`src/rtl/spec_dpram_reader_pkg.sv`:
```
// Shared spectrum definitions: readout FSM encoding and default frame geometry.
package spec_dpram_reader_pkg;

    localparam int unsigned DEF_ADDR_W    = 14;
    localparam int unsigned DEF_DATA_W    = 32;
    localparam int unsigned DEF_NOF_WORDS = 16384; // 16 range bins x 1024 points

    typedef enum logic [1:0] {
        ST_IDLE,
        ST_READ,
        ST_DRAIN,
        ST_FINISH
    } state_e;

endpackage

```
`src/rtl/spec_dpram_reader_if.sv`:
```
// DPRAM port-B read bus, output word stream and frame control of the spectrum reader.
interface spec_dpram_reader_if
    import spec_dpram_reader_pkg::*;
#(
    parameter int unsigned ADDR_W = DEF_ADDR_W,
    parameter int unsigned DATA_W = DEF_DATA_W
);
    logic              start_i;
    logic [ADDR_W-1:0] rdaddr_o;
    logic [DATA_W-1:0] rddata_i;
    logic [15:0]       y_hi_o;
    logic [15:0]       y_lo_o;
    logic              data_valid_o;
    logic              ready_i;
    logic              busy_o;
    logic              done_o;
    logic              start_err_o;

    modport master (
        input  start_i, rddata_i, ready_i,
        output rdaddr_o, y_hi_o, y_lo_o, data_valid_o, busy_o, done_o, start_err_o
    );

    modport slave (
        output start_i, rddata_i, ready_i,
        input  rdaddr_o, y_hi_o, y_lo_o, data_valid_o, busy_o, done_o, start_err_o
    );
endinterface

```
`src/rtl/spec_out_fifo.sv`:
```
// Synchronous first-word-fall-through FIFO; DEPTH must be a power of two.
module spec_out_fifo #(
    parameter int unsigned WIDTH = 32,
    parameter int unsigned DEPTH = 4
) (
    input  logic                     clk_i,
    input  logic                     rst_i,
    input  logic                     push_i,
    input  logic [WIDTH-1:0]         data_i,
    input  logic                     pop_i,
    output logic [WIDTH-1:0]         data_o,
    output logic                     empty_o,
    output logic [$clog2(DEPTH):0]   count_o
);
    localparam int unsigned PTR_W = $clog2(DEPTH);
    localparam int unsigned CNT_W = PTR_W + 1;

    logic [WIDTH-1:0] mem_q [DEPTH];
    logic [PTR_W-1:0] wr_ptr_q, wr_ptr_d, rd_ptr_q, rd_ptr_d;
    logic [CNT_W-1:0] cnt_q, cnt_d;
    logic             do_push, do_pop;

    always_comb begin
        do_push  = push_i && (cnt_q != CNT_W'(DEPTH));
        do_pop   = pop_i && (cnt_q != '0);
        wr_ptr_d = wr_ptr_q;
        rd_ptr_d = rd_ptr_q;
        cnt_d    = cnt_q;
        if (do_push) wr_ptr_d = wr_ptr_q + PTR_W'(1);
        if (do_pop)  rd_ptr_d = rd_ptr_q + PTR_W'(1);
        case ({do_push, do_pop})
            2'b10:   cnt_d = cnt_q + CNT_W'(1);
            2'b01:   cnt_d = cnt_q - CNT_W'(1);
            default: cnt_d = cnt_q;
        endcase
    end

    always_ff @(posedge clk_i or posedge rst_i) begin
        if (rst_i) begin
            wr_ptr_q <= '0;
            rd_ptr_q <= '0;
            cnt_q    <= '0;
        end else begin
            wr_ptr_q <= wr_ptr_d;
            rd_ptr_q <= rd_ptr_d;
            cnt_q    <= cnt_d;
        end
    end

    always_ff @(posedge clk_i) begin
        if (do_push) mem_q[wr_ptr_q] <= data_i;
    end

    assign data_o  = mem_q[rd_ptr_q];
    assign empty_o = (cnt_q == '0);
    assign count_o = cnt_q;
endmodule

```
`src/rtl/spec_dpram_reader.sv`:
```
// Streams one accumulated-spectrum frame out of DPRAM port B through a small
// output FIFO with ready/valid back-pressure.
module spec_dpram_reader
    import spec_dpram_reader_pkg::*;
#(
    parameter int unsigned ADDR_W     = DEF_ADDR_W,
    parameter int unsigned DATA_W     = DEF_DATA_W,
    parameter int unsigned NOF_WORDS  = DEF_NOF_WORDS,
    parameter int unsigned FIFO_DEPTH = 4
) (
    input  logic                clk_i,
    input  logic                rst_i,
    spec_dpram_reader_if.master bus
);
    localparam int unsigned     CNT_W     = $clog2(FIFO_DEPTH) + 1;
    localparam logic [ADDR_W-1:0] LAST_ADDR = ADDR_W'(NOF_WORDS - 1);

    state_e            state_q, state_d;
    logic [ADDR_W-1:0] rdaddr_q, rdaddr_d;
    logic [ADDR_W-1:0] xfer_q, xfer_d;
    logic              rd_q, rd_d;
    logic              vld_q, vld_d;
    logic              err_q, err_d;

    logic [CNT_W-1:0]  fifo_count;
    logic [DATA_W-1:0] fifo_data;
    logic              fifo_empty;
    logic              pop;
    logic              room;

    // rd_q marks a read presented on rdaddr_o this cycle; vld_q marks its data on
    // rddata_i one cycle later. Both count against FIFO space so a push can never overflow.
    always_comb begin
        pop      = !fifo_empty && bus.ready_i;
        room     = (32'(fifo_count) + 32'(rd_q) + 32'(vld_q)) < FIFO_DEPTH;
        state_d  = state_q;
        rdaddr_d = rdaddr_q;
        xfer_d   = xfer_q;
        rd_d     = 1'b0;
        vld_d    = rd_q;
        err_d    = err_q;
        if (pop) xfer_d = xfer_q + ADDR_W'(1);

        unique case (state_q)
            ST_IDLE: begin
                if (bus.start_i) begin
                    rdaddr_d = '0;
                    xfer_d   = '0;
                    rd_d     = 1'b1;
                    state_d  = (LAST_ADDR == '0) ? ST_DRAIN : ST_READ;
                end
            end
            ST_READ: begin
                if (bus.start_i) err_d = 1'b1;
                if (room) begin
                    rd_d     = 1'b1;
                    rdaddr_d = rdaddr_q + ADDR_W'(1);
                    if (rdaddr_d == LAST_ADDR) state_d = ST_DRAIN;
                end
            end
            ST_DRAIN: begin
                if (bus.start_i) err_d = 1'b1;
                if (pop && (xfer_q == LAST_ADDR)) state_d = ST_FINISH;
            end
            ST_FINISH: state_d = ST_IDLE;
            default:   state_d = ST_IDLE;
        endcase
    end

    always_ff @(posedge clk_i or posedge rst_i) begin
        if (rst_i) begin
            state_q  <= ST_IDLE;
            rdaddr_q <= '0;
            xfer_q   <= '0;
            rd_q     <= 1'b0;
            vld_q    <= 1'b0;
            err_q    <= 1'b0;
        end else begin
            state_q  <= state_d;
            rdaddr_q <= rdaddr_d;
            xfer_q   <= xfer_d;
            rd_q     <= rd_d;
            vld_q    <= vld_d;
            err_q    <= err_d;
        end
    end

    spec_out_fifo #(
        .WIDTH (DATA_W),
        .DEPTH (FIFO_DEPTH)
    ) u_fifo (
        .clk_i   (clk_i),
        .rst_i   (rst_i),
        .push_i  (vld_q),
        .data_i  (bus.rddata_i),
        .pop_i   (pop),
        .data_o  (fifo_data),
        .empty_o (fifo_empty),
        .count_o (fifo_count)
    );

    assign bus.rdaddr_o     = rdaddr_q;
    assign bus.data_valid_o = !fifo_empty;
    assign bus.y_hi_o       = fifo_empty ? '0 : fifo_data[31:16];
    assign bus.y_lo_o       = fifo_empty ? '0 : fifo_data[15:0];
    assign bus.busy_o       = (state_q == ST_READ) || (state_q == ST_DRAIN);
    assign bus.done_o       = (state_q == ST_FINISH);
    assign bus.start_err_o  = err_q;
endmodule

```
`src/flat_wrapper.sv`:
```
// flat-port wrapper written by rule: the top's interface ports become plain ports
module spec_dpram_reader_flat import spec_dpram_reader_pkg::*;
#(
    parameter int unsigned ADDR_W     = DEF_ADDR_W,
    parameter int unsigned DATA_W     = DEF_DATA_W,
    parameter int unsigned NOF_WORDS  = DEF_NOF_WORDS,
    parameter int unsigned FIFO_DEPTH = 4
)
  (clk_i, rst_i, bus_start_i, bus_rddata_i, bus_ready_i, bus_rdaddr_o, bus_y_hi_o, bus_y_lo_o, bus_data_valid_o, bus_busy_o, bus_done_o, bus_start_err_o);
  spec_dpram_reader_if #(.ADDR_W(ADDR_W), .DATA_W(DATA_W)) bus_i ();
  input  logic clk_i;
  input  logic rst_i;
  input wire logic [$bits(bus_i.start_i)-1:0] bus_start_i;
  input wire logic [$bits(bus_i.rddata_i)-1:0] bus_rddata_i;
  input wire logic [$bits(bus_i.ready_i)-1:0] bus_ready_i;
  output wire logic [$bits(bus_i.rdaddr_o)-1:0] bus_rdaddr_o;
  output wire logic [$bits(bus_i.y_hi_o)-1:0] bus_y_hi_o;
  output wire logic [$bits(bus_i.y_lo_o)-1:0] bus_y_lo_o;
  output wire logic [$bits(bus_i.data_valid_o)-1:0] bus_data_valid_o;
  output wire logic [$bits(bus_i.busy_o)-1:0] bus_busy_o;
  output wire logic [$bits(bus_i.done_o)-1:0] bus_done_o;
  output wire logic [$bits(bus_i.start_err_o)-1:0] bus_start_err_o;
  assign bus_i.start_i = bus_start_i;
  assign bus_i.rddata_i = bus_rddata_i;
  assign bus_i.ready_i = bus_ready_i;
  assign bus_rdaddr_o = bus_i.rdaddr_o;
  assign bus_y_hi_o = bus_i.y_hi_o;
  assign bus_y_lo_o = bus_i.y_lo_o;
  assign bus_data_valid_o = bus_i.data_valid_o;
  assign bus_busy_o = bus_i.busy_o;
  assign bus_done_o = bus_i.done_o;
  assign bus_start_err_o = bus_i.start_err_o;
  spec_dpram_reader #(.ADDR_W(ADDR_W), .DATA_W(DATA_W), .NOF_WORDS(NOF_WORDS), .FIFO_DEPTH(FIFO_DEPTH)) u_core (.clk_i(clk_i), .rst_i(rst_i), .bus(bus_i));
endmodule
```
`config.mk`:
```
export PLATFORM = sky130hd
export DESIGN_NAME = spec_dpram_reader_flat
export DESIGN_NICKNAME = d
export VERILOG_FILES = /design/src/rtl/spec_dpram_reader_pkg.sv /design/src/rtl/spec_dpram_reader_if.sv /design/src/rtl/spec_out_fifo.sv /design/src/rtl/spec_dpram_reader.sv /design/src/flat_wrapper.sv
export SDC_FILE = /design/constraint.sdc
export NUM_CORES = 1
export LEC_CHECK = 0
export CORE_ASPECT_RATIO = 1.2
export CORE_MARGIN = 2
export CORE_UTILIZATION = 45
export CTS_CLUSTER_DIAMETER = 60
export CTS_CLUSTER_SIZE = 16
export DETAILED_ROUTE_END_ITERATION = 8
export GPL_ROUTABILITY_DRIVEN = 1
export PLACE_DENSITY_LB_ADDON = 0.12
export SETUP_SLACK_MARGIN = 0.15
export SLEW_MARGIN = 25
export SYNTH_ARGS = -nofsm -noshare
export SYNTH_HDL_FRONTEND = slang
export SYNTH_SLANG_ARGS = --single-unit
```
`constraint.sdc`:
```
create_clock -name clk_i -period 3 [get_ports clk_i]
set_input_delay 0.3 -clock clk_i [delete_from_list [all_inputs] [get_ports clk_i]]
set_output_delay 0.3 -clock clk_i [all_outputs]
set_load 0.1 [all_outputs]
```
## Word level (Yosys, flattened, before mapping)

Memories as Yosys holds them, arrays and structs flattened.
Index checks and enable logic that the tools add are counted.

| cells by class | value |
|---|---|
| $lt $le $gt $ge | 1 |
| reduce and logical (&&, ||, !) cells | 15 |
| mux-type cells | 19 |
| equal/unequal tests | 12 |
| $add $sub $neg | 8 |
| multipliers | 0 |
| shifts and indexed selects | 0 |
| divide/modulo/power cells | 0 |
| bitwise logic cells | 0 |

Operators by type and width:

| cell | number |
|---|---|
| 14-bit 2-to-1 mux | 5 |
| 32-bit by 1-bit adder with 32-bit output | 1 |
| 32-bit by 3-bit less-than comparator with 1-bit output, second input constant | 1 |
| 16-bit 2-to-1 mux | 2 |
| 14-bit by 1-bit adder with 14-bit output, second input constant | 2 |
| 14-bit equality test, second input constant | 2 |
| 14-bit one-hot mux with 2 select lines | 1 |
| 2-bit 2-to-1 mux | 4 |
| 2-bit one-hot mux with 4 select lines | 1 |
| 2-bit equality test, second input constant | 3 |
| 2-bit by 1-bit != test with 1-bit output, second input constant | 3 |
| 3-bit one-hot mux with 2 select lines | 1 |
| 2-bit by 1-bit adder with 2-bit output, second input constant | 2 |
| 3-bit by 1-bit adder with 4-bit output | 1 |
| 2-bit by 1-bit equality test with 1-bit output, second input constant | 2 |
| 1-bit logical AND | 4 |
| 1-bit 2-to-1 mux | 4 |
| 4-bit AND reduction | 1 |
| 2-bit nonzero test | 2 |
| 3-bit by 1-bit adder with 3-bit output, second input constant | 1 |
| 3-bit logical NOT | 1 |
| 3-bit != test, second input constant | 1 |
| 3-bit AND reduction | 1 |
| 3-bit nonzero test | 1 |
| 8 further kinds | 8 |

| word-level totals | value |
|---|---|
| RAM bits | 128 |
| memory bits (read-only) | 0 |
| bits in registers | 40 |
| memories | 1 |
| output and inout port bits | 50 |
| latch bits | 0 |

Memory list:

| name | depth | bits a word | rd ports | clocked after Yosys merged registers in | write ports | RTL line | source |
|---|---|---|---|---|---|---|---|
| u_core.u_fifo.mem_q | 4 | 32 | 1 | 0 | 1 | spec_out_fifo.sv:18 | `logic [WIDTH-1:0] mem_q [DEPTH];` |

## Logic depth before layout (Yosys ltp)

Gate-level depths: netlist of the first run.

| depth | value |
|---|---|
| word-level depth | 6 |
| gate-level depth with buffers | 9 |
| gate-level depth less buffers | 9 |

## Cells and area by module

From an unflattened synthesis of the first run, not the netlist that was laid out.

| unflattened totals | value |
|---|---|
| cell total of the unflattened synthesis | 452 |
| area, all modules | 7233.2 um^2 |

By module, submodules not included:

| module | cells each | sequential area each (um^2) | times used | area each (um^2) |
|---|---|---|---|---|
| spec_out_fifo | 206 | 4018.9 | 1 | 5098.6 |
| spec_dpram_reader | 246 | 825.8 | 1 | 2134.5 |

## Worst setup path before layout of the first run

Ideal clock, no wire load.

| timing | value |
|---|---|
| path type | register to register |
| start point | register u_core.rdaddr_q[2] (netlist: u_core.bus.rdaddr_o[2]) |
| end point | register u_core.state_q[1] |
| arrival | 2.869 ns |
| buffers on the path | 1 |
| path slack | 0.005 ns |
| cell stages (with the launch flop) | 8 |
| required time | 2.874 ns |
| cell sequence | dfrtp_1 buf_2 nand3_2 nor4_4 xnor2_1 a2111o_1 a221o_1 mux2_4 |

| on the way | value |
|---|---|
| cells in the longest elaborated chain, start to end | 4 |

RTL lines:

| element | RTL line | source |
|---|---|---|
| start, declared | spec_dpram_reader.sv:19 | `logic [ADDR_W-1:0] rdaddr_q, rdaddr_d;` |
| start signal, assigned | spec_dpram_reader.sv:80 | `rdaddr_q <= rdaddr_d;` |
| 14-bit by 1-bit adder with 14-bit output | spec_dpram_reader.sv:57 | `rdaddr_d = rdaddr_q + ADDR_W'(1);` |
| 14-bit equality test | spec_dpram_reader.sv:58 | `if (rdaddr_d == LAST_ADDR) state_d = ST_DRAIN;` |
| 2-bit by 1-bit != test with 1-bit output (no source line) | - |  |
| 4-bit AND reduction (no source line) | - |  |
| end signal, assigned | spec_dpram_reader.sv:79 | `state_q <= state_d;` |
| end, declared | spec_dpram_reader.sv:18 | `state_e state_q, state_d;` |

No other way between the ends.
A chain may end at the register's enable or synchronous reset.

## Worst setup path in the final report of the first run

| timing | value |
|---|---|
| start point | register u_core.u_fifo.rd_ptr_q[0] |
| end point | output port bus_y_lo_o[9] |

| on the way | value |
|---|---|
| cells in the longest elaborated chain, start to end | 2 |

RTL lines:

| element | RTL line | source |
|---|---|---|
| start, declared | spec_out_fifo.sv:19 | `logic [PTR_W-1:0] wr_ptr_q, wr_ptr_d, rd_ptr_q, rd_ptr_d;` |
| start signal, assigned | spec_out_fifo.sv:45 | `rd_ptr_q <= rd_ptr_d;` |
| memory read 4 x 32 bit | - |  |
| 16-bit 2-to-1 mux | spec_dpram_reader.sv:105 | `assign bus.y_lo_o = fifo_empty ? '0 : fifo_data[15:0];` |
| end, declared | flat_wrapper.sv:18 | `output wire logic [$bits(bus_i.y_lo_o)-1:0] bus_y_lo_o;` |

No other way between the ends.

==> results of run 1 <==
[worst max-delay path, stage by stage, from the launching register on]
cell	delay (ns)
sky130_fd_sc_hd__dfrtp_4	0.65
sky130_fd_sc_hd__buf_12	0.25
sky130_fd_sc_hd__mux4_2	0.52
sky130_fd_sc_hd__and2_1	0.18
sky130_fd_sc_hd__buf_4	0.23
[state kept, by name, summed over array words and instances, names as in the netlist]
register	flops
u_core.u_fifo.wr_ptr_q	2
u_core.bus.start_err_o	1
u_core.bus.rdaddr_o	14
u_core.xfer_q	14
u_core.state_q	2
u_core.u_fifo.rd_ptr_q	2
u_core.vld_q	1
u_core.rd_q	1
u_core.u_fifo.mem_q	128
u_core.u_fifo.count_o	3
[stage by stage]
| step | setup slack [ns] | hold slack (ns) | area [um^2] |
|---|---|---|---|
| after floorplan | 0.152 | 0.357 | 7080 |
| after global placement | 0.648 | 0.373 | 8140 |
| after detailed placement | 0.581 | 0.381 | 8140 |
| after CTS | 0.229 | 0.309 | 8690 |
| after global routing | 0.241 | 0.374 | 8700 |
| final | 0.427 | 0.303 | 8700 |
[repair_timing]
item	4_1_cts	5_1_grt
setup endpoints to repair	0	1
endpoints found under the hold margin	0	0
resized for setup	0	1
[logic make-up (layout without fill, tap and decap cells)]
| logic type | after synthesis | in the layout |
|---|---|---|
| and+or+nand+nor | 127 | 127 |
| AOI/OAI and AO/OA | 40 | 40 |
| xor gates and xnor gates | 21 | 21 |
| buffers and inverters | 30 | 138 |
| muxes | 36 | 36 |
| DFF | 168 | 168 |
| adders and majority gates | 15 | 15 |
[metal layers]
metal	up-vias	share of wire, %	GRT usage, %
li1	1841	-	-
met1	2010	44	21.3
met2	82	51	27.0
met3	12	4.0	4.50
met4	0	1.0	5.26
met5	-	0	0
[final cells by class]
type                       instances  area, um^2
multi-input combinational        239        2120
tap                              208         260
fill                            1301        6820
clock inverter                    14         126
clock buffer                      18         429
inverter                          12        45.0
timing repair buffer              94         856
sequential                       168        4860
[worst min path at each step]
stage | start | endpoint | slack, ns
6_report | rst_i | u_core.bus.start_err_o | 0.30
5_1_grt | rst_i | u_core.bus.start_err_o | 0.37
4_1_cts | rst_i | u_core.bus.start_err_o | 0.31
3_5_place_dp | u_core.rd_q | u_core.vld_q | 0.38
3_3_place_gp | u_core.rd_q | u_core.vld_q | 0.37
2_1_floorplan | u_core.rd_q | u_core.vld_q | 0.36
[layout by cell type, fill, tap and decap left out, drive strengths merged, types with 6 or more instances in the layout]
| cell type | n |
|---|---|
| and2 | 39 |
| buf | 59 |
| clkbuf | 18 |
| clkdlybuf4s50 | 35 |
| clkinv | 8 |
| dfrtp | 40 |
| edfxtp | 128 |
| ha | 14 |
| inv | 14 |
| mux4 | 32 |
| nand2 | 15 |
| nand3 | 17 |
| nand4 | 6 |
| nor2 | 26 |
| nor2b | 7 |
| o21ai | 19 |
| o31ai | 8 |
| xnor2 | 11 |
| xor2 | 10 |
==> flow_summary.html, run 1 <==
<table>
<tr><th>Metric</th><th>Value</th></tr>
<tr><th colspan="2">Yosys</th></tr>
<tr><td>Combinational family with the most area after synthesis</td><td>multiplexers</td></tr>
<tr><td>Distinct cell type count after synthesis</td><td>43</td></tr>
<tr><td>Area share of xor/xnor cells in the synthesized design</td><td>2.60%</td></tr>
<tr><td>Top-area cell type share of the netlist area</td><td>54.3%</td></tr>
<tr><td>Total of flip-flops plus latches after synthesis</td><td>168</td></tr>
<tr><td>Compound-cell area share of the yosys netlist</td><td>3.64%</td></tr>
<tr><td>Multiplexer share of the synthesized area</td><td>10.8%</td></tr>
<tr><td>Cell count after synthesis</td><td>437</td></tr>
<tr><td>Fraction of synthesis flops using an asynchronous set or reset pin</td><td>23.8%</td></tr>
<tr><td>Most used standard cell by instance count after synthesis</td><td>sky130_fd_sc_hd__edfxtp_1</td></tr>
<tr><td>Ranking of synthesized cells by area</td><td>sky130_fd_sc_hd__edfxtp_1 54%, sky130_fd_sc_hd__dfrtp_1 14%, sky130_fd_sc_hd__mux4_2 10%, sky130_fd_sc_hd__and2_1 3.4%, sky130_fd_sc_hd__ha_1 2.5%</td></tr>
<tr><td>Main synth FF type</td><td>sky130_fd_sc_hd__edfxtp_1</td></tr>
<tr><td>Most numerous cell types in the synthesized netlist</td><td>128 x sky130_fd_sc_hd__edfxtp_1, 40 x sky130_fd_sc_hd__dfrtp_1, 38 x sky130_fd_sc_hd__and2_1, 32 x sky130_fd_sc_hd__mux4_2, 26 x sky130_fd_sc_hd__nor2_1</td></tr>
<tr><td>Syn Std Cell Area</td><td>0.00707 mm^2</td></tr>
<tr><td>Synth warn</td><td>0</td></tr>
<tr><td>Sequential-to-total area share from yosys stat</td><td>68.5%</td></tr>
<tr><td>Post-Synth Simple-Gate Area</td><td>10.1%</td></tr>
<tr><td>Biggest area consumer among synthesized cells</td><td>sky130_fd_sc_hd__edfxtp_1</td></tr>
<tr><td>Average cell area after synthesis</td><td>16.2 um^2</td></tr>
<tr><td>Count of flip-flops with a built-in enable after synthesis</td><td>128</td></tr>
<tr><td>Synthesized Nets</td><td>488</td></tr>
<tr><td>Adder-Cell Fraction of Synth Area</td><td>2.76%</td></tr>
<tr><th colspan="2">Global routing</th></tr>
<tr><td>First-pass GRT wire length</td><td>21.1 mm</td></tr>
<tr><td>Global route total overflow</td><td>0</td></tr>
<tr><td>Overall fraction of global-route tracks in use</td><td>16.4%</td></tr>
<tr><td>Maximum number of pins on one net before global-route repair</td><td>41</td></tr>
<tr><td>Initial antenna violation count</td><td>0</td></tr>
<tr><td>Via count of the first global-routing pass</td><td>4,133</td></tr>
<tr><th colspan="2">Setup path</th></tr>
<tr><td>Category of the worst setup path launch point</td><td>flop</td></tr>
<tr><td>Worst Reg2Reg Path Length in Cells</td><td>7</td></tr>
<tr><td>Worst setup path startpoint</td><td>u_core.u_fifo.rd_ptr_q[0]</td></tr>
<tr><td>Worst-path maximum fanout</td><td>18</td></tr>
<tr><td>FF-to-FF End</td><td>u_core.state_q[1]</td></tr>
<tr><td>R2R setup slack</td><td>0.59 ns</td></tr>
<tr><td>Crit path required time</td><td>2.70 ns</td></tr>
<tr><td>Startpoint of the worst-slack reg-to-reg timing path</td><td>u_core.bus.rdaddr_o[0]</td></tr>
<tr><td>Critical path start-end classification</td><td>reg -&gt; out</td></tr>
<tr><td>Worst setup endpoint</td><td>bus_y_lo_o[9]</td></tr>
<tr><td>Arrival time of the worst setup path</td><td>2.27 ns</td></tr>
<tr><td>Worst Setup End Kind</td><td>output pin</td></tr>
<tr><th colspan="2">Timing</th></tr>
<tr><td>Tmin final</td><td>2.57 ns</td></tr>
<tr><td># setup viols final</td><td>0</td></tr>
<tr><td>Final max-slew violation count</td><td>0</td></tr>
<tr><td>Transition time at the pin with the least slew margin</td><td>0.722 ns</td></tr>
<tr><td>Final number of hold-violating endpoints</td><td>0</td></tr>
<tr><td>Slew headroom</td><td>51.8%</td></tr>
<tr><td>Unrepaired setup endpoints after global routing</td><td>false</td></tr>
<tr><td>Post-route setup TNS</td><td>0 ns</td></tr>
<tr><td>Top achievable clock speed</td><td>0.389 GHz</td></tr>
<tr><td>Period Utilization, post-route</td><td>85.8%</td></tr>
<tr><td>Worst Clk Skew</td><td>0.00788 ns</td></tr>
<tr><th colspan="2">Clock tree</th></tr>
<tr><td>Inserted Clock Buffers</td><td>17</td></tr>
<tr><td>Clock-pin slew on the worst setup and hold paths</td><td>0.06 ns</td></tr>
<tr><td>Clock root cell</td><td>sky130_fd_sc_hd__clkbuf_16</td></tr>
<tr><td>CTS Buffer Depth</td><td>2</td></tr>
<tr><td>Post-CTS setup repair buffer count</td><td>0</td></tr>
<tr><td>CTS H-tree lvls</td><td>4</td></tr>
<tr><td>Insertion delay of the later-clocked pin in the worst-skew pair</td><td>0.42 ns</td></tr>
<tr><td>Post-CTS Hold Fix Bufs</td><td>0</td></tr>
<tr><td>CTS tree</td><td>done</td></tr>
<tr><td>Clock sink count</td><td>168</td></tr>
<tr><th colspan="2">Detailed routing</th></tr>
<tr><td>Wire per inst</td><td>17.3 um</td></tr>
<tr><td>Via count</td><td>3,945</td></tr>
<tr><td>Average via count per standard cell</td><td>5.24</td></tr>
<tr><td>First drt pass iteration count</td><td>4</td></tr>
<tr><td>Post-detailed-routing wire length</td><td>13.0 mm</td></tr>
<tr><td>Post-detailed-route count of antenna-violating nets</td><td>0</td></tr>
<tr><td>DRC marker count from the first detailed-route iteration</td><td>245</td></tr>
<tr><td>DRC violation count after routing</td><td>0</td></tr>
<tr><th colspan="2">Die</th></tr>
<tr><td>Horizontal die dimension</td><td>118 um</td></tr>
<tr><td>Effective utilization at floorplan</td><td>45.6%</td></tr>
<tr><td>Area of the core region</td><td>0.0155 mm^2</td></tr>
<tr><td>Ports placed on the boundary</td><td>86</td></tr>
<tr><td>Overall die area</td><td>0.0167 mm^2</td></tr>
<tr><td>Vert. Die Dim</td><td>141 um</td></tr>
<tr><td>Cell row count</td><td>50</td></tr>
<tr><th colspan="2">Cells and area</th></tr>
<tr><td>Number of non-filler instances in the completed layout</td><td>753</td></tr>
<tr><td>Share of layout cells above drive strength 1</td><td>25.5%</td></tr>
<tr><td>Net count, final</td><td>583</td></tr>
<tr><td>Diodes inserted</td><td>0</td></tr>
<tr><td>Post-layout util</td><td>56.0%</td></tr>
<tr><td>Signed area change from the synthesized netlist to the final layout</td><td>22.9%</td></tr>
<tr><th colspan="2">Place</th></tr>
<tr><td>Cells after DPL</td><td>721</td></tr>
<tr><td>IO Port Bufs</td><td>85</td></tr>
<tr><td>Last weighted congestion value of the routability-driven placer</td><td>0.744</td></tr>
<tr><td>DP HPWL</td><td>8.13 mm</td></tr>
<tr><th colspan="2">Job</th></tr>
<tr><td>Reported max-cap violation count</td><td>0</td></tr>
<tr><th colspan="2">Status</th></tr>
<tr><td>Outcome</td><td>finished, final reports clean</td></tr>
<tr><th colspan="2">Worst hold path</th></tr>
<tr><td>Class of the most critical hold timing path</td><td>in -&gt; async</td></tr>
</table>
Power of run 1 is left out: the tool's default activity adds up to more than one toggle a clock period on the data nets, which glitch-free logic cannot reach.
==> inputs of run 2 (changes only) <==
HOLD_SLACK_MARGIN = 0.15   (was unset)
==> results of run 2 <==
The final DEF is identical to that of run 1; final timing and power are the same.
Power of run 2 is left out for the same reason.
==> edit 1: new RTL, settings of run 2 <==
Reset style: synchronous (`rst_i`), changed in 2 clocked blocks.
--- a/src/rtl/spec_out_fifo.sv
+++ b/src/rtl/spec_out_fifo.sv
@@ -37,3 +37,3 @@
 
-    always_ff @(posedge clk_i or posedge rst_i) begin
+    always_ff @(posedge clk_i) begin
         if (rst_i) begin
--- a/src/rtl/spec_dpram_reader.sv
+++ b/src/rtl/spec_dpram_reader.sv
@@ -69,3 +69,3 @@
 
-    always_ff @(posedge clk_i or posedge rst_i) begin
+    always_ff @(posedge clk_i) begin
         if (rst_i) begin
Behaviour: differs if rst_i is asserted again (counterexample within 4 cycles, from zero or initial values and one cycle with rst_i high); with rst_i held inactive, the same outputs for 10 cycles.
==> edit 1 against run 2 <==
Synthesized area shrank 1.4%. Global-route usage increased by 0.88 points. Setup slack gained 0.16 ns. Critical endpoint is now u_core.bus.rdaddr_o[11]$_SDFFE_PP0P_. Design area grew 2.3%. Routed wire length increased by 2.4%. Sequential cell count rose by 2.
==> edit 1: results (changes against run 2) <==
Parameter                              Value

Logic synthesis
  Adder-Cell Fraction of Synth Area ... 0.0280 (+0.000391)
  Compound-gate portion of the synthesized area ... 0.0445 (+0.00805)
  Top cell types by occurrence after synthesis ... 128 x sky130_fd_sc_hd__edfxtp_1, 42 x sky130_fd_sc_hd__dfxtp_1, 36 x sky130_fd_sc_hd__and2_1, 35 x sky130_fd_sc_hd__nor2_1, 32 x sky130_fd_sc_hd__mux4_2
  Main area contributors after synthesis ... sky130_fd_sc_hd__edfxtp_1 55%, sky130_fd_sc_hd__dfxtp_1 12%, sky130_fd_sc_hd__mux4_2 10%
  Synth Net Count ... 507 (+3.9%)
  Post-synthesis average cell area ... 15.3 µm² (-5.5%)
  Fraction of the yosys area taken by sequential cells ... 0.672 (-0.0133)
  Proportion of synthesized area in mux cells ... 0.108 (-0.000619)
  Xor and xnor area share after synthesis ... 0.0251 (-0.000887)
  Post-synth EDFFs ... 128 (unchanged)
  Fraction of synthesis flops using an asynchronous set or reset pin ... 0 (-0.238)

Detailed routing
  Uppermost routed layer ... met5
  Met3 routed WL ... 698 µm (+34%)
  Total routed wire length on the met1 layer ... 5650 µm (-2.1%)
  Drt total wl ... 13400 µm (+2.4%)
  Detail Route met2 WL ... 6790 µm (+2.7%)
  Via/cell ratio ... 5.31 (+1.3%)

STA
  Worst clock skew ... 0.00707 ns (-0.000813 ns)
  Worst rel slew slack ... 0.601 (+0.0830)
  Max Fclk ... 414 MHz (+6.5%)
  Worst hold margin ... 0.477 ns (+0.174 ns)

Worst setup path
  Critical-path cell with the highest stage delay ... sky130_fd_sc_hd__or4b_2
  Critical-path maximum fanout ... 10 (-8)
  Endpoint arrival time on the critical path ... 2.77 ns (+0.50 ns)
  Largest incremental delay on the critical path ... 0.73 ns (+0.08 ns)
  Largest delay contributor family on the critical path ... simple AND/OR/NAND/NOR gates
  Start of the worst register-to-register path ... u_core.u_fifo.count_o[0]$_SDFFE_PP0P_
  R2R Setup Slk ... 0.59 ns
  End of the critical path ... u_core.bus.rdaddr_o[11]$_SDFFE_PP0P_

Placed design
  Number of cells in the design after placement ... 740 (+2.6%)
  Pre-CTS worst setup slack ... 0.487 ns (-0.0942 ns)
  Routability cong. ... 0.799 (+7.3%)
  Port bufs ... 85 (unchanged)
  HPWL after DPL ... 8660 µm (+6.5%)
  Post-DP Area ... 0.00841 mm² (+3.3%)

Global route
  Total global routing track utilization ... 0.173 (+0.00879)
  First-pass GRT wire length ... 22000 µm (+4.6%)
  Largest net degree at the start of global routing ... 34 (-17%)
  Initial antenna violation count ... 1 (+1)
  Vias in the first global route ... 4262 (+3.1%)

Cells and area
  Layout cells sized above 1 ... 0.238 (-0.0170)
  Nets ... 606 (+3.9%)
  Number of flip-flops under the largest register name ... 128 (unchanged)
  Filler cells ... 1199 (-7.8%)
  Final standard cell count with taps included and fillers excluded ... 771 (+2.4%)

Clock tree
  Maximum clock insertion buffer count ... 2 (unchanged)

Hold path
  Worst hold path class ... reg2reg
  Worst Hold Path EP ... u_core.vld_q$_SDFF_PP0_

Run status
  Result of the run ... completed
edit 1: cell types whose count changed in the layout (fill, tap and decap cells not counted), moves of 9 or more:
| cell | delta |
|---|---|
| sky130_fd_sc_hd__a21oi_1 | +22 |
| sky130_fd_sc_hd__buf_12 | +28 |
| sky130_fd_sc_hd__buf_4 | -25 |
| sky130_fd_sc_hd__dfrtp_1 | -31 |
| sky130_fd_sc_hd__dfxtp_1 | +37 |
| sky130_fd_sc_hd__nor2_1 | +9 |
edit 1: area by class of cell:
cell class                 instances  area, µm²  share of cell area
sequential                       170       4690               0.527
multi-input combinational        258       2190               0.246
timing repair buffer              97       1230               0.138
clock buffer                      19        433              0.0486
tap                              204        255              0.0287
clock inverter                    12       60.1             0.00675
inverter                          11       41.3             0.00464
edit 1: metal layers:
layer	GRT usage	vias to the layer above
li1	-	1923
met1	0.210	2034
met2	0.292	114
met3	0.0525	19
met4	0.0634	2
met5	0	-
==> edit 2: new RTL, flow settings as in run 2 <==
Without the edit above. `FIFO_DEPTH` is set to 4 in 2 places; all go to 8.
--- a/src/rtl/spec_dpram_reader.sv
+++ b/src/rtl/spec_dpram_reader.sv
@@ -8,3 +8,3 @@
     parameter int unsigned NOF_WORDS  = DEF_NOF_WORDS,
-    parameter int unsigned FIFO_DEPTH = 4
+    parameter int unsigned FIFO_DEPTH = 8
 ) (
--- a/src/flat_wrapper.sv
+++ b/src/flat_wrapper.sv
@@ -6,3 +6,3 @@
     parameter int unsigned NOF_WORDS  = DEF_NOF_WORDS,
-    parameter int unsigned FIFO_DEPTH = 4
+    parameter int unsigned FIFO_DEPTH = 8
 )
Check against the original RTL: not equivalent (a bounded check fails within 10 cycles, from zero or initial values and one cycle with rst_i high).
==> edit 2 against run 2 <==
First-iteration DRC count grew 49%. Routed wire length grew 91%. Sequential cell count grew 131. Synthesized area grew 74%. Setup slack lost 0.072 ns. Clock skew grew 0.0029 ns. Critical path depth grew 2. Design area grew 71%. Via count grew 65%. Critical endpoint is now bus_y_hi_o[10]. Largest cell class unchanged.
==> edit 2: results (changes against run 2) <==
Parameter                              Value

Run status
  Result of the run ... completed

Detailed routing
  Vias after detailed routing ... 6507 (+65%)
  Detail Route met2 WL ... 13000 µm (+97%)
  Routed len/inst ... 21.6 µm (+25%)

Cells and area
  Number of flip-flops under the largest register name ... 256 (+100%)
  Layout cells sized above 1 ... 0.291 (+0.0361)
  Nets ... 849 (+46%)

Logic synthesis
  Top cell types by occurrence after synthesis ... 256 x sky130_fd_sc_hd__edfxtp_1, 64 x sky130_fd_sc_hd__mux4_2, 58 x sky130_fd_sc_hd__nor2_1, 43 x sky130_fd_sc_hd__dfrtp_1, 36 x sky130_fd_sc_hd__mux2i_1
  Xor and xnor area share after synthesis ... 0.0143 (-0.0117)
  Fraction of the yosys area taken by sequential cells ... 0.713 (+0.0283)
  Adder-Cell Fraction of Synth Area ... 0.0159 (-0.0117)
  Proportion of synthesized area in mux cells ... 0.148 (+0.0402)
  Fraction of synthesis flops using an asynchronous set or reset pin ... 0.144 (-0.0943)
  Post-Synthesis Cells ... 684 (+57%)
  Main area contributors after synthesis ... sky130_fd_sc_hd__edfxtp_1 63%, sky130_fd_sc_hd__mux4_2 12%, sky130_fd_sc_hd__dfrtp_1 8.8%
  Compound-gate portion of the synthesized area ... 0.0324 (-0.00406)

Global route
  First-pass GRT wire length ... 39200 µm (+86%)
  Total global routing track utilization ... 0.179 (+0.0154)
  Vias in the first global route ... 6920 (+67%)
  Met1 capacity usage during global routing ... 0.231 (+0.0177)
  Met3 GRT Util ... 0.0278 (-0.0172)

Worst setup path
  Largest delay contributor family on the critical path ... multiplexers
  Largest incremental delay on the critical path ... 0.50 ns (-0.15 ns)
  Critical-path maximum fanout ... 12 (-6)

Clock tree
  Number of levels the H-tree was split into ... 1 (-3)
  Clock latency on the worst-skew pair ... 0.51 ns (+0.09 ns)
  Post-CTS Setup Bufs ... 9 (+9)

STA
  Worst clock skew ... 0.0107 ns (+0.00286 ns)
  Actual transition at the worst max-transition pin ... 0.853 ns (+0.131 ns)

Placed design
  Routability cong. ... 0.826 (+11%)
edit 2: changes by cell type in the layout (fill, tap and decap cells not counted), sizes merged, moves of 6 or more:
cell    before  now
a21o         3   12
edfxtp     128  256
clkbuf      18   39
nor2        26   58
mux2i        3   36
o31ai        8    0
clkinv       8    2
buf         59   86
and2        39    3
nand2       15   25
mux4        32   64
edit 2: metrics by stage:
| step | hold WS (ns) | area [µm²] |
|---|---|---|
| after floorplan | 0.357 | 12400 |
| after global placement | 0.361 | 14000 |
| after detailed placement | 0.390 | 14000 |
| after CTS | 0.269 | 14800 |
| after global routing | 0.336 | 14800 |
| final | 0.261 | 14800 |
edit 2: cell type report:
type,count,area share
flip-flops and latches,299,0.591
multi-input cells,339,0.234
inverters,14,0.00354
clock inverters,2,0.000675
repair buffers,121,0.0938
well taps,340,0.0287
clock buffers,39,0.0478
edit 2: path summary, 6_finish.rpt:
path,slack (ns),from,endpoint,cells past startpoint
worst min-delay path,0.26,rst_i,u_core.bus.rdaddr_o[12]$_DFFE_PP0P_,2
max in group asynchronous,2.11,rst_i,u_core.u_fifo.rd_ptr_q[0]$_DFFE_PP0P_,3
min in group clk_i,0.39,u_core.rd_q$_DFF_PP0_,u_core.vld_q$_DFF_PP0_,0
worst min register to register,0.39,u_core.rd_q$_DFF_PP0_,u_core.vld_q$_DFF_PP0_,0
worst max-delay path,0.36,u_core.u_fifo.rd_ptr_q[0]$_DFFE_PP0P_,bus_y_hi_o[10],6
worst max register to register,0.51,u_core.u_fifo.count_o[0]$_DFFE_PP0P_,u_core.state_q[1]$_DFFE_PP0P_,8
edit 2: power by group:
group          internal [mW]  switching [mW]
Combinational           2.56            4.38
Clock                   1.61            1.36
Sequential              4.61           0.210
Total                   8.79            5.95
